## config.mk

```make
export PLATFORM = sky130hd
export DESIGN_NAME = toggle_bank_arbiter
export DESIGN_NICKNAME = d
export VERILOG_FILES = /design/src/rtl/toggle_bank_arbiter.sv
export SDC_FILE = /design/constraint.sdc
export NUM_CORES = 1
export LEC_CHECK = 0
export CAP_MARGIN = 10
export CELL_PAD_IN_SITES_DETAIL_PLACEMENT = 1
export CELL_PAD_IN_SITES_GLOBAL_PLACEMENT = 1
export CORE_UTILIZATION = 29
export DETAILED_ROUTE_END_ITERATION = 10
export PLACE_DENSITY_LB_ADDON = 0.1
export SYNTH_ARGS = -nofsm -noshare
export SYNTH_HDL_FRONTEND = slang
export SYNTH_SLANG_ARGS = --single-unit
```

## constraint.sdc

```tcl
create_clock -name Clk -period 1.7 [get_ports Clk]
set_clock_uncertainty 0.1 [all_clocks]
set_input_delay 0.34 -clock Clk [delete_from_list [all_inputs] [get_ports Clk]]
set_output_delay 0.34 -clock Clk [all_outputs]
set_load 0.01 [all_outputs]
```

## src/rtl/toggle_bank_arbiter.sv

```systemverilog
`default_nettype none
// ============================================================================
// Module   : toggle_bank_arbiter
// Purpose  : Arbitrates NREQ requesters onto one shared bank of WIDTH toggle
//            flip-flops. Each granted transaction goes through three states.
//            In IDLE a winner is picked and its mask slice is latched. In
//            TOGGLE the bank is updated with Q ^= mask. In DONE a done pulse
//            is issued.
//
//            Build option TOGGLE_BANK_ARBITER_RR_EN:
//              defined   -> round-robin arbitration starting at a pointer
//                           that moves to (winner+1) mod NREQ after DONE.
//              undefined -> fixed priority, where the lowest index wins.
//
// Ports    : Clk   in   rising-edge clock
//            rst   in   asynchronous, active-low reset
//            req   in   [NREQ]        per-requester level request
//            mask  in   [NREQ*WIDTH]  slice i = mask[i*WIDTH +: WIDTH]
//            gnt   out  [NREQ]        one-hot grant, held for the transaction
//            done  out  [NREQ]        one-cycle completion pulse
//            Q     out  [WIDTH]       toggle bank state
//            Q_b   out  [WIDTH]       ~Q
//            busy  out                high whenever the FSM is not in IDLE
//
// Revision : 1.0 - initial release
// ============================================================================
module toggle_bank_arbiter #(
   parameter int NREQ  = 4,
   parameter int WIDTH = 8
) (
   input  logic                  Clk,
   input  logic                  rst,
   input  logic [NREQ-1:0]       req,
   input  logic [NREQ*WIDTH-1:0] mask,
   output logic [NREQ-1:0]       gnt,
   output logic [NREQ-1:0]       done,
   output logic [WIDTH-1:0]      Q,
   output logic [WIDTH-1:0]      Q_b,
   output logic                  busy
);

   localparam int c_IW = (NREQ > 1) ? $clog2(NREQ) : 1;

   typedef enum logic [1:0] {
      S_IDLE   = 2'd0,
      S_TOGGLE = 2'd1,
      S_DONE   = 2'd2
   } state_t;

   state_t            r_state;
   state_t            w_state_nxt;
   logic [NREQ-1:0]   r_gnt;
   logic [NREQ-1:0]   w_gnt_nxt;
   logic [NREQ-1:0]   r_done;
   logic [NREQ-1:0]   w_done_nxt;
   logic [WIDTH-1:0]  r_q;
   logic [WIDTH-1:0]  w_q_nxt;
   logic [WIDTH-1:0]  r_mask;
   logic [WIDTH-1:0]  w_mask_nxt;

   logic              w_win_vld;
   logic [c_IW-1:0]   w_win_idx;
   logic [c_IW-1:0]   w_cand;
   logic [NREQ-1:0]   w_win_oh;
   logic [WIDTH-1:0]  w_slice [NREQ];

`ifdef TOGGLE_BANK_ARBITER_RR_EN
   logic [c_IW-1:0]   r_ptr;
   logic [c_IW-1:0]   w_ptr_nxt;
   logic [c_IW-1:0]   r_idx;
   logic [c_IW-1:0]   w_idx_nxt;
`endif

   // ------------------------------------------------------------------------
   // Break the flat mask bus into per-requester slices.
   // ------------------------------------------------------------------------
   for (genvar g = 0; g < NREQ; g++) begin : g_slice
      assign w_slice[g] = mask[g*WIDTH +: WIDTH];
   end

   // ------------------------------------------------------------------------
   // Winner selection. The candidate order begins at the pointer
   // (round-robin) or at index 0 (fixed priority). The first requester that
   // is asserting req wins.
   // ------------------------------------------------------------------------
   always_comb begin
      w_win_vld = 1'b0;
      w_win_idx = '0;
      w_cand    = '0;
      for (int k = 0; k < NREQ; k++) begin
`ifdef TOGGLE_BANK_ARBITER_RR_EN
         w_cand = c_IW'((int'(r_ptr) + k) % NREQ);
`else
         w_cand = c_IW'(k);
`endif
         if (!w_win_vld && req[w_cand]) begin
            w_win_vld = 1'b1;
            w_win_idx = w_cand;
         end
      end
   end

   assign w_win_oh = {{(NREQ-1){1'b0}}, 1'b1} << w_win_idx;

   // ------------------------------------------------------------------------
   // FSM state register
   // ------------------------------------------------------------------------
   always_ff @(posedge Clk or negedge rst) begin
      if (!rst) begin
         r_state <= S_IDLE;
      end else begin
         r_state <= w_state_nxt;
      end
   end

   // ------------------------------------------------------------------------
   // FSM next-state and datapath next values
   // ------------------------------------------------------------------------
   always_comb begin
      w_state_nxt = r_state;
      w_gnt_nxt   = r_gnt;
      w_done_nxt  = '0;
      w_q_nxt     = r_q;
      w_mask_nxt  = r_mask;
`ifdef TOGGLE_BANK_ARBITER_RR_EN
      w_ptr_nxt   = r_ptr;
      w_idx_nxt   = r_idx;
`endif
      case (r_state)
         S_IDLE: begin
            if (w_win_vld) begin
               w_state_nxt = S_TOGGLE;
               w_gnt_nxt   = w_win_oh;
               // Latch the mask here so that later changes on the bus cannot
               // affect the toggle.
               w_mask_nxt  = w_slice[w_win_idx];
`ifdef TOGGLE_BANK_ARBITER_RR_EN
               w_idx_nxt   = w_win_idx;
`endif
            end
         end
         S_TOGGLE: begin
            w_state_nxt = S_DONE;
            w_q_nxt     = r_q ^ r_mask;
            // Grant is one-hot, so it already selects the done bit.
            w_done_nxt  = r_gnt;
         end
         S_DONE: begin
            w_state_nxt = S_IDLE;
            w_gnt_nxt   = '0;
`ifdef TOGGLE_BANK_ARBITER_RR_EN
            w_ptr_nxt   = (int'(r_idx) == NREQ - 1) ? '0 : r_idx + 1'b1;
`endif
         end
         default: begin
            w_state_nxt = S_IDLE;
            w_gnt_nxt   = '0;
         end
      endcase
   end

   // ------------------------------------------------------------------------
   // Datapath registers
   // ------------------------------------------------------------------------
   always_ff @(posedge Clk or negedge rst) begin
      if (!rst) begin
         r_gnt  <= '0;
         r_done <= '0;
         r_q    <= '0;
         r_mask <= '0;
`ifdef TOGGLE_BANK_ARBITER_RR_EN
         r_ptr  <= '0;
         r_idx  <= '0;
`endif
      end else begin
         r_gnt  <= w_gnt_nxt;
         r_done <= w_done_nxt;
         r_q    <= w_q_nxt;
         r_mask <= w_mask_nxt;
`ifdef TOGGLE_BANK_ARBITER_RR_EN
         r_ptr  <= w_ptr_nxt;
         r_idx  <= w_idx_nxt;
`endif
      end
   end

   assign gnt  = r_gnt;
   assign done = r_done;
   assign Q    = r_q;
   assign Q_b  = ~r_q;
   assign busy = (r_state != S_IDLE);

endmodule
`default_nettype wire

```

==> impl_metrics.py <==
metrics = {
    "placement": {
        "detailedPlacementHpwl_um": 3100,
        "placed_cells_incl_taps": 253,
        "gp_congestion": 0.762,
        "postPlaceCellArea_mm2": 0.00204,
        "io_buf_count": 62,
    },
    "timing": {
        "worst_slew_margin_rel_pct": 77.7,
        "whs_ps": 326,
        "hold_violations": 0,
        "rsz0062_at_grt": "yes",
        "maxSlewViolCount": 0,
        "min_period_over_period_pct": 99.8,
        "worst-slew-pin-transition_ps": 335,
        "min_period_ps": 1700,
        "max_clock_freq_ghz": 0.589,
        "setup_viol_count_final": 0,
    },
    "pwr": {
        "power.ir.vdd_worst_mv": 0.582,
        "power.switching_fraction_pct": 35.1,
        "p_int_mw": 2.10,
        "combinational_cell_fraction_of_total_power_pct": 49.9,
        "power-per-cell-area_mw_per_mm2": 1490,
        "power_leakage_nw": 0.957,
        "power.switching_mw": 1.14,
        "pwr-share-clk_pct": 16.5,
        "power.share.sequential_pct": 33.6,
        "fin_total_pwr_mw": 3.25,
    },
    "critical_path": {
        "crit_type": "in -> reg",
        "cp_cell_sequence": "clkdlybuf4s50_1 -> or4_4 -> buf_4 -> a21oi_1 -> a41oi_2",
        "cp-start-kind": "input pin",
        "critPathTopFamily": "buffers and inverters",
        "cpMaxStageDelayCell": "sky130_fd_sc_hd__or4_4",
        "cp.arrival_ps": 1760,
        "timing.critical_path.buf_inv": 2,
        "crit_end_element": "register",
        "timing.critical_path.required_ps": 1760,
        "crit_path_max_incr_delay_ps": 580,
        "crit_fanout": 4,
    },
    "clock_network": {
        "clkTransAtPathRegs_ps": 100,
        "cts_tree": "built",
        "clock_tree.htree_level_count": 1,
        "clock-sinks": 26,
        "clock_path_buffers": 2,
        "cts-root-buf": "sky130_fd_sc_hd__clkbuf_8",
        "cts_made_buffers": 3,
        "hold_buffers": 0,
        "clock_latency_ps": 280,
    },
    "yosys": {
        "synth.distinct_cells": 22,
        "syn_avg_cell_area_um2": 9.49,
        "post_synth_main_area_contributors": "sky130_fd_sc_hd__dfrtp_1 (50%), sky130_fd_sc_hd__nand2_1 (7.2%), sky130_fd_sc_hd__xnor2_1 (5.4%)",
        "synth.most_common_cell": "sky130_fd_sc_hd__dfrtp_1",
        "async_reset_ff_share_pct": 100,
        "synth-edff-count": 0,
        "yosysWarningCount": 0,
        "synthTopCellsByCount": "sky130_fd_sc_hd__dfrtp_1 (26), sky130_fd_sc_hd__nand2_1 (25), sky130_fd_sc_hd__a21oi_1 (10), sky130_fd_sc_hd__inv_1 (10)",
        "yosys_register_bits": 26,
        "syn-num-nets": 175,
        "synth_seq_area_share_pct": 50.0,
        "post_synth_top_area_share_pct": 50.0,
        "primary_flip_flop_cell_chosen_by_synthesis_mapping": "sky130_fd_sc_hd__dfrtp_1",
        "mappedNetlistArea_mm2": 0.00130,
        "post-synth-top-area-cell": "sky130_fd_sc_hd__dfrtp_1",
        "postSynthCellCount": 137,
    },
    "global_route": {
        "first_global_vias": 1421,
        "grt_start_max_net_pins": 27,
        "grt_util_all_layers_pct": 19.5,
        "grt_antenna_before_repair": 0,
        "grt.overflow.total": 0,
        "wire_length_of_the_first_global_routing_pass_um": 6650,
    },
    "die": {
        "die_area_mm2": 0.00475,
        "count_of_standard_cell_rows": 23,
        "starting_utilization_of_the_core_area_pct": 31.4,
        "num_io_pins": 63,
        "dieHeight_um": 69.0,
        "chipWidth_um": 69.0,
        "coreArea_mm2": 0.00414,
    },
    "detailed_routing": {
        "drt_pre_antenna_iters": 4,
        "postRouteWirelength_um": 4300,
        "iteration_0_drc_markers": 51,
        "detail-route-antenna-nets": 0,
        "num_vias": 1332,
        "detail_route.drc_violations": 0,
        "detail_route.wl_per_cell_um": 16.3,
        "drt-vias-per-instance": 5.06,
    },
    "min_path": {
        "min-delay-path-class": "in -> async",
    },
    "final_layout": {
        "final-instance-count-excl-fill": 263,
        "antenna-diode-count": 0,
        "share_of_cells_above_drive_strength_1_pct": 16.4,
        "design_area_mm2": 0.00218,
        "postLayoutCoreUtil_pct": 52.7,
        "nets_final": 252,
        "area.growth.synth_to_final_pct": 67.9,
        "fillCellCount": 482,
    },
    "outcome": {
        "outcome": "finished clean",
    },
    "flow_run": {
        "cap_violations": 0,
    },
}
## placed cells by master (no fill, tap or decap)
cell	count
sky130_fd_sc_hd__a21o_1	8
sky130_fd_sc_hd__a21oi_1	5
sky130_fd_sc_hd__a21oi_2	5
sky130_fd_sc_hd__a22o_1	2
sky130_fd_sc_hd__a41oi_1	7
sky130_fd_sc_hd__a41oi_2	1
sky130_fd_sc_hd__and2_1	4
sky130_fd_sc_hd__and2_4	1
sky130_fd_sc_hd__buf_4	20
sky130_fd_sc_hd__bufinv_16	1
sky130_fd_sc_hd__clkbuf_8	3
sky130_fd_sc_hd__clkdlybuf4s50_1	49
sky130_fd_sc_hd__dfrtp_1	26
sky130_fd_sc_hd__dlygate4sd2_1	9
sky130_fd_sc_hd__dlymetal6s2s_1	4
sky130_fd_sc_hd__inv_1	10
sky130_fd_sc_hd__nand2_1	25
sky130_fd_sc_hd__nand3b_1	8
sky130_fd_sc_hd__nor2_2	1
sky130_fd_sc_hd__nor2b_1	2
sky130_fd_sc_hd__nor3_1	1
sky130_fd_sc_hd__nor3_2	1
sky130_fd_sc_hd__o21a_1	1
sky130_fd_sc_hd__o21ai_0	8
sky130_fd_sc_hd__o2bb2ai_1	1
sky130_fd_sc_hd__or2_4	1
sky130_fd_sc_hd__or4_4	1
sky130_fd_sc_hd__xnor2_1	8
## state kept, by name (all words and copies together) (netlist names)
register  count
Q             8
done          4
gnt           4
r_mask        8
r_state       2
## layer usage
| layer | global-route usage [%] | vias to the layer above | wire [µm] | part of all wire [%] |
|---|---|---|---|---|
| met1 | 22.0 | 659 | 1770 | 41 |
| met3 | 3.13 | 5 | 257 | 6.0 |
| met2 | 36.3 | 50 | 2210 | 51 |
| li1 | - | 618 | - | - |
| met4 | 7.40 | 0 | 59 | 1.4 |
| met5 | 0 | - | 0 | 0 |
## per-stage QoR
step,setup WS [ps],TNS (ps)
final,3.07,0
after global routing,-26.7,-103
after CTS,7.97,0
after detailed placement,-387,-3890
after global placement,-312,-3430
after floorplan,87.0,0
## final cells by class
| cell class | count | area, µm² | area share [%] |
|---|---|---|---|
| repair buffers | 82 | 769 | 35.2 |
| flip-flops and latches | 26 | 651 | 29.8 |
| multi-input cells | 91 | 592 | 27.1 |
| well taps | 50 | 62.6 | 2.87 |
| clock buffers | 3 | 41.3 | 1.89 |
| inverters | 10 | 37.5 | 1.72 |
| clock inverters | 1 | 30.0 | 1.38 |
## timing repair
item                                    in CTS  in global routing
endpoints found under the setup margin      19                 14
resized for setup                           13                  9
buffers inserted                             6                  0
pin swaps                                    0                  1
## path summary, 6_finish.rpt
path / from / endpoint / slack [ps] / depth (start not counted)
min in group Clk: Q[5] / Q[5] / 400 / 1
max in group asynchronous: rst / gnt[1] / 930 / 2
min reg2reg: Q[5] / Q[5] / 400 / 1
min: rst / done[3] / 330 / 2
max reg2reg: r_state[1] / r_mask[4] / 310 / 4
max: req[1] / r_mask[7] / 3 / 5
## power by group through the flow
stage | registers (mW) | clock network (mW) | logic [mW]
after floorplan | 1.14 | 0 | 0.701
after global placement | 1.10 | 0 | 1.52
after detailed placement | 1.11 | 0 | 1.57
after CTS | 1.09 | 0.538 | 1.64
after global routing | 1.13 | 0.563 | 1.78
final | 1.09 | 0.534 | 1.62
## logic make-up (layout without fill, tap and decap cells)
kind of cell	after synthesis	in the layout	synth area share (%)
buffers and inverters	20	96	6.93
AOI/OAI and AO/OA	38	38	20.1
DFF	26	26	50.0
and+or+nand+nor	45	45	17.5
xor gates and xnor gates	8	8	5.39
Note: power is estimated with default switching activity, not from simulation.
